$ cat src/rtl/muli_share_arbiter_pkg.sv
// Shared constants and grant helpers for the shared-multiplier arbiter.
// Optional build macro used by the top: MULI_SHARE_FIXED_PRIO_EN.
package muli_share_arbiter_pkg;

    localparam int MAX_IN = 8;

    // Tag width for a given requester count; never narrower than one bit.
    function automatic int tag_width(input int n);
        return (n > 1) ? $clog2(n) : 1;
    endfunction

    // First request strictly after ptr, wrapping modulo n.
    function automatic logic [MAX_IN-1:0] rr_grant(
        input logic [MAX_IN-1:0] req,
        input int                n,
        input int                ptr
    );
        logic [MAX_IN-1:0] gnt;
        int                idx;
        gnt = '0;
        for (int k = 1; k <= MAX_IN; k++) begin
            idx = (ptr + k) % n;
            if (k <= n && gnt == '0 && req[idx])
                gnt[idx] = 1'b1;
        end
        return gnt;
    endfunction

    // Lowest set bit wins.
    function automatic logic [MAX_IN-1:0] fp_grant(input logic [MAX_IN-1:0] req);
        return req & (~req + MAX_IN'(1));
    endfunction

endpackage

$ cat src/rtl/muli_share_arbiter_shared_mul_pipe.sv
// Four-stage unsigned multiplier datapath with a single clock enable:
// operand registers followed by three product stages.
module shared_mul_pipe
    import muli_share_arbiter_pkg::*;
#(
    parameter int W = 32
) (
    input  logic         clk,
    input  logic         rst,
    input  logic         en,
    input  logic [W-1:0] a,
    input  logic [W-1:0] b,
    output logic [W-1:0] p
);

    logic [W-1:0] a_q, b_q, p1, p2, p3;

    always_ff @(posedge clk) begin
        if (rst) begin
            a_q <= '0;
            b_q <= '0;
            p1  <= '0;
            p2  <= '0;
            p3  <= '0;
        end else if (en) begin
            a_q <= a;
            b_q <= b;
            // Low W bits only; identical for two's-complement operands.
            p1  <= a_q * b_q;
            p2  <= p1;
            p3  <= p2;
        end
    end

    assign p = p3;

endmodule

$ cat src/rtl/muli_share_arbiter.sv
// One shared pipelined multiplier arbitrated among NUM_IN requesters; products
// return to the issuing requester in issue order. Build macro: MULI_SHARE_FIXED_PRIO_EN.
module muli_share_arbiter
    import muli_share_arbiter_pkg::*;
#(
    parameter int NUM_IN    = 2,
    parameter int DATA_TYPE = 32,
    parameter int LATENCY   = 4
) (
    input  logic                          clk,
    input  logic                          rst,
    input  logic [NUM_IN*DATA_TYPE-1:0]   ins_lhs,
    input  logic [NUM_IN-1:0]             ins_lhs_valid,
    input  logic [NUM_IN*DATA_TYPE-1:0]   ins_rhs,
    input  logic [NUM_IN-1:0]             ins_rhs_valid,
    output logic [NUM_IN-1:0]             ins_lhs_ready,
    output logic [NUM_IN-1:0]             ins_rhs_ready,
    output logic [NUM_IN*DATA_TYPE-1:0]   outs_result,
    output logic [NUM_IN-1:0]             outs_valid,
    input  logic [NUM_IN-1:0]             outs_ready
);

    localparam int TAG_W  = tag_width(NUM_IN);
    // Tag/valid line tracks the datapath; only LATENCY = 4 is supported.
    localparam int STAGES = LATENCY - 1;

    logic [NUM_IN-1:0][DATA_TYPE-1:0] lhs, rhs;
    logic [NUM_IN-1:0]                req, grant;
    logic [MAX_IN-1:0]                req_w, grant_w;
    logic [TAG_W-1:0]                 gnt_idx, tail_tag;
    logic [STAGES:0]                  vld_pipe;
    logic [STAGES:0][TAG_W-1:0]       tag_pipe;
    logic [DATA_TYPE-1:0]             issue_lhs, issue_rhs, tail_prod;
    logic                             adv, tail_vld;

    assign lhs = ins_lhs;
    assign rhs = ins_rhs;
    assign req = ins_lhs_valid & ins_rhs_valid;

    assign tail_vld = vld_pipe[STAGES];
    assign tail_tag = tag_pipe[STAGES];
    assign adv      = !tail_vld || outs_ready[tail_tag];

    always_comb begin
        req_w              = '0;
        req_w[NUM_IN-1:0]  = req;
    end

`ifdef MULI_SHARE_FIXED_PRIO_EN
    assign grant_w = fp_grant(req_w);
`else
    logic [TAG_W-1:0] ptr;

    assign grant_w = rr_grant(req_w, NUM_IN, int'(ptr));

    // ptr holds the last winner so the search starts just past it.
    always_ff @(posedge clk) begin
        if (rst)
            ptr <= TAG_W'(NUM_IN - 1);
        else if (|grant)
            ptr <= gnt_idx;
    end
`endif

    // A frozen pipeline makes no grant, so ready never leaks during a stall.
    assign grant         = adv ? grant_w[NUM_IN-1:0] : '0;
    assign ins_lhs_ready = grant;
    assign ins_rhs_ready = grant;

    always_comb begin
        gnt_idx = '0;
        for (int i = 0; i < NUM_IN; i++)
            if (grant[i])
                gnt_idx = TAG_W'(i);
    end

    assign issue_lhs = lhs[gnt_idx];
    assign issue_rhs = rhs[gnt_idx];

    always_ff @(posedge clk) begin
        if (rst) begin
            vld_pipe <= '0;
            tag_pipe <= '0;
        end else if (adv) begin
            vld_pipe <= {vld_pipe[STAGES-1:0], |grant};
            tag_pipe <= {tag_pipe[STAGES-1:0], gnt_idx};
        end
    end

    shared_mul_pipe #(
        .W (DATA_TYPE)
    ) u_mul (
        .clk (clk),
        .rst (rst),
        .en  (adv),
        .a   (issue_lhs),
        .b   (issue_rhs),
        .p   (tail_prod)
    );

    for (genvar j = 0; j < NUM_IN; j++) begin : g_out
        assign outs_result[j*DATA_TYPE +: DATA_TYPE] = tail_prod;
        assign outs_valid[j] = tail_vld && (tail_tag == TAG_W'(j));
    end

endmodule

$ cat config.mk
export PLATFORM = sky130hd
export DESIGN_NAME = muli_share_arbiter
export DESIGN_NICKNAME = d
export VERILOG_FILES = /design/src/rtl/muli_share_arbiter_pkg.sv /design/src/rtl/muli_share_arbiter_shared_mul_pipe.sv /design/src/rtl/muli_share_arbiter.sv
export SDC_FILE = /design/constraint.sdc
export NUM_CORES = 2
export LEC_CHECK = 0
export BUFFER_PORTS_ARGS = -buffer_cell sky130_fd_sc_hd__buf_2
export CORE_MARGIN = 3
export CORE_UTILIZATION = 40
export DETAILED_ROUTE_END_ITERATION = 12
export GPL_ROUTABILITY_DRIVEN = 0
export REMOVE_ABC_BUFFERS = 1
export SLEW_MARGIN = 10
export SYNTH_ARGS = -nofsm -noshare
export SYNTH_HDL_FRONTEND = slang
export SYNTH_SLANG_ARGS = --single-unit
$ cat constraint.sdc
create_clock -name clk -period 6.5 [get_ports clk]
set_input_delay 1.3 -clock clk [delete_from_list [all_inputs] [get_ports clk]]
set_output_delay 1.3 -clock clk [all_outputs]
set_load 0.01 [all_outputs]
==> impl_metrics.ini <==
[pwr]
ir_drop_mv = 0.313
p_leak_nw = 12.5
powerDensity_nw_per_um2 = 338

[clock_network]
path_clk_slew_ns = 0.10
clkSinkCount = 169
hold_buffers = 0
insertion_delay_ns = 0.51
cts_buffers = 17
htree_num_levels = 4
root_buffer = clkbuf_16
clockBufferDepth = 2
cts_tree = built

[worst_setup_path]
cp-start-kind = flip-flop
ff2ff_path_depth = 24
cp-end-kind = flip-flop
cp_slowest_cell = fa_1
reg2reg_to = u_mul.p1[31]$_SDFFE_PP0P_
crit_chain = buf_6 > and2_4 > fa_1 > fa_1 > fa_1 > inv_2 > fa_1 > inv_2 > fa_1 > inv_2 > fa_1 > inv_2 > fa_2 > fa_2 > ha_4 > nor2_4 > o31ai_4 > a21oi_2 > a311oi_4 > o221ai_2 > o21ai_1 > xnor2_1 > nand2_1 > a21oi_2
startpoint = u_mul.a_q[13]$_SDFFE_PP0P_
slowest_delay_ns = 0.58
crit_end = u_mul.p1[31]$_SDFFE_PP0P_
critical_path_arrival_ns = 7.09
required_ns = 6.93
cp_max_fo = 3
path_common_cell = fa_1
reg2reg_slack_ns = -0.16
r2r_start = u_mul.a_q[13]$_SDFFE_PP0P_
crit_type = flip-flop to flip-flop

[synth]
ys_ff_latch = 169
synth_ff_type = dfxtp_1
syn_avg_cell_area_um2 = 8.97
synth_edf_count = 0
ys_async_sr_fraction_pct = 0
syn_area_um2 = 22400
yosysMostFrequentCell = fa_1
synth.distinct_cells = 53
yosysSeqAreaShare_pct = 15.1
yosysTopAreaCell = fa_1
syn_inst = 2499
synthTopCellsByCount = 408 x fa_1, 378 x inv_1, 377 x nand2_1
synthDominantCellAreaShare_pct = 36.4
yosys_warnings = 0
synth_area_leaders = fa_1 36%, dfxtp_1 15%, and2_1 10%, ha_1 6.9%, inv_1 6.3%

[global_route]
antenna_found_initial = 2
grt_pass1_wl_um = 97300
grt_max_degree = 102
grt_pass1_vias = 18410
grt_overflow_total = 0
grtUsageTotal_pct = 20.9

[cells_and_area]
utilization_pct = 49.2
drive_gt1_share_pct = 23.7
nets = 3457
num_antenna_cells = 0
syn2layout_area_growth_pct = 21.5
finish.instance_area_um2 = 27200

[route]
drtIter0Drc = 909
dr.pass1.iters = 5
route.vias.total = 17049
ant_nets = 0
via_per_inst = 4.80
drc = 0
wirelength_um = 60100
wl_per_cell_um = 16.9

[floorplan]
coreArea_um2 = 55300
io_pins = 206
rows = 86
die_area_um2 = 58900
dieWidth_um = 243
start_util_pct = 40.5
die_y_um = 243

[sta]
period_share_pct = 102
rsz0062_at_grt = true
fin_crit_ns = 6.66
fin_setup_tns_ns = -0.626
skew_ns = 0.0254
fmax_ghz = 0.150
worstMarginPinSlew_ns = 1.01
slew_headroom_pct = 32.8
setup_ws_ns = -0.160
finalMaxSlewViolations = 0
finalHoldViolations = 0
setup_violations = 7

[min_path]
hold_path_class = flip-flop to flip-flop

[place]
port_buffers = 205
postPlaceCellArea_um2 = 25500
hpwl_um = 48800

[run_status]
violations = setup timing
outcome = complete, but fails checks

[job]
maxCapViolCount = 0
logic make-up (layout without fill, tap and decap cells):
group | Yosys count | after routing | share of synthesized area [%]
AND/OR/NAND/NOR | 842 | 842 | 18.3
XOR/XNOR | 86 | 86 | 3.46
buffers and inverters | 564 | 868 | 10.1
multiplexers | 65 | 65 | 2.90
flip-flops | 169 | 169 | 15.1
AO/OA/AOI/OAI | 242 | 242 | 6.87
adder cells (fa/ha/maj) | 531 | 531 | 43.3
critical path: cells and delay by family, from the launching register on:
family                   cells  cell delay [ns]
adder cells (fa/ha/maj)      9             4.35
AO/OA/AOI/OAI                6             1.15
flip-flops                   1             0.38
buffers and inverters        5             0.30
AND/OR/NAND/NOR              3             0.28
XOR/XNOR                     1             0.13
timing repair:
item                       4_1_cts  5_1_grt
resized for setup              121      119
pin swaps                       99       85
setup buffers                   19       13
setup endpoints to repair       14       16
metrics by stage:
| step | setup slack [ns] | cells | power (mW) | hold WS [ns] |
|---|---|---|---|---|
| 2_1_floorplan | -1.96 | 2313 | 4.86 | 0.426 |
| 3_3_place_gp | -0.552 | 3489 | 6.79 | 0.438 |
| 3_5_place_dp | -0.658 | 3489 | 6.89 | 0.444 |
| 4_1_cts | -0.149 | 3539 | 8.63 | 0.454 |
| 5_1_grt | -0.358 | 3551 | 10.0 | 0.472 |
| 6_report | -0.160 | 3551 | 9.20 | 0.453 |
routing by layer:
layer | part of all wire [%] | global-route usage (%) | vias up
li1 | - | - | 8150
met1 | 45 | 27.8 | 8457
met2 | 47 | 34.6 | 366
met3 | 4.9 | 4.24 | 76
met4 | 2.3 | 6.38 | 0
met5 | 0 | 0 | -
report_power, final:
group | internal, mW | switching, mW | total [mW]
Sequential | 1.20 | 0.111 | 1.32
Combinational | 3.34 | 3.40 | 6.74
Clock | 0.537 | 0.601 | 1.14
cells in the final DEF (no fill, tap or decap), types with 4 or more instances in the layout:
master,n
nor2_1,87
inv_2,16
clkbuf_16,17
and2_4,21
buf_2,204
xor2_1,19
and2_1,336
nand2_1,373
a21oi_1,102
a211oi_1,69
ha_4,20
mux2i_1,65
dfxtp_4,17
inv_12,4
buf_12,18
ha_1,102
buf_6,34
inv_1,362
o21a_1,4
fa_2,35
fa_1,373
a21oi_2,9
o21ai_1,4
buf_4,201
dfxtp_1,142
dfxtp_2,10
a21o_1,9
a21oi_4,5
xnor2_1,63
o21ai_0,5
nor3_1,5
worst min-delay path by stage:
stage	cells past startpoint	startpoint	to
finish	2	u_mul.p2[0]$_SDFFE_PP0P_	u_mul.p2[0]$_SDFFE_PP0P_
global route	2	u_mul.p2[22]$_SDFFE_PP0P_	u_mul.p2[22]$_SDFFE_PP0P_
CTS	2	u_mul.p2[0]$_SDFFE_PP0P_	u_mul.p2[0]$_SDFFE_PP0P_
detailed placement	2	u_mul.p1[13]$_SDFFE_PP0P_	u_mul.p2[13]$_SDFFE_PP0P_
global placement	2	u_mul.p2[1]$_SDFFE_PP0P_	u_mul.p2[1]$_SDFFE_PP0P_
floorplan	2	tag_pipe[1]$_SDFFE_PP0P_	tag_pipe[1]$_SDFFE_PP0P_
registers in the layout, indices dropped and copies added (netlist names):
name / count
tail_tag: 1
u_mul.p1: 32
tag_pipe: 3
u_mul.a_q: 32
vld_pipe: 4
u_mul.b_q: 32
ptr: 1
u_mul.p2: 32
u_mul.p: 32
area by class of cell:
class | count | area (um^2)
Multi-Input combinational cell | 1766 | 17500
Inverter | 378 | 1420
Tap cell | 748 | 936
Timing Repair Buffer | 458 | 3290
Sequential cell | 169 | 3460
Clock buffer | 17 | 425
Clock inverter | 15 | 203
Fill cell | 5174 | 28100
(Power assumes the default switching activity.)
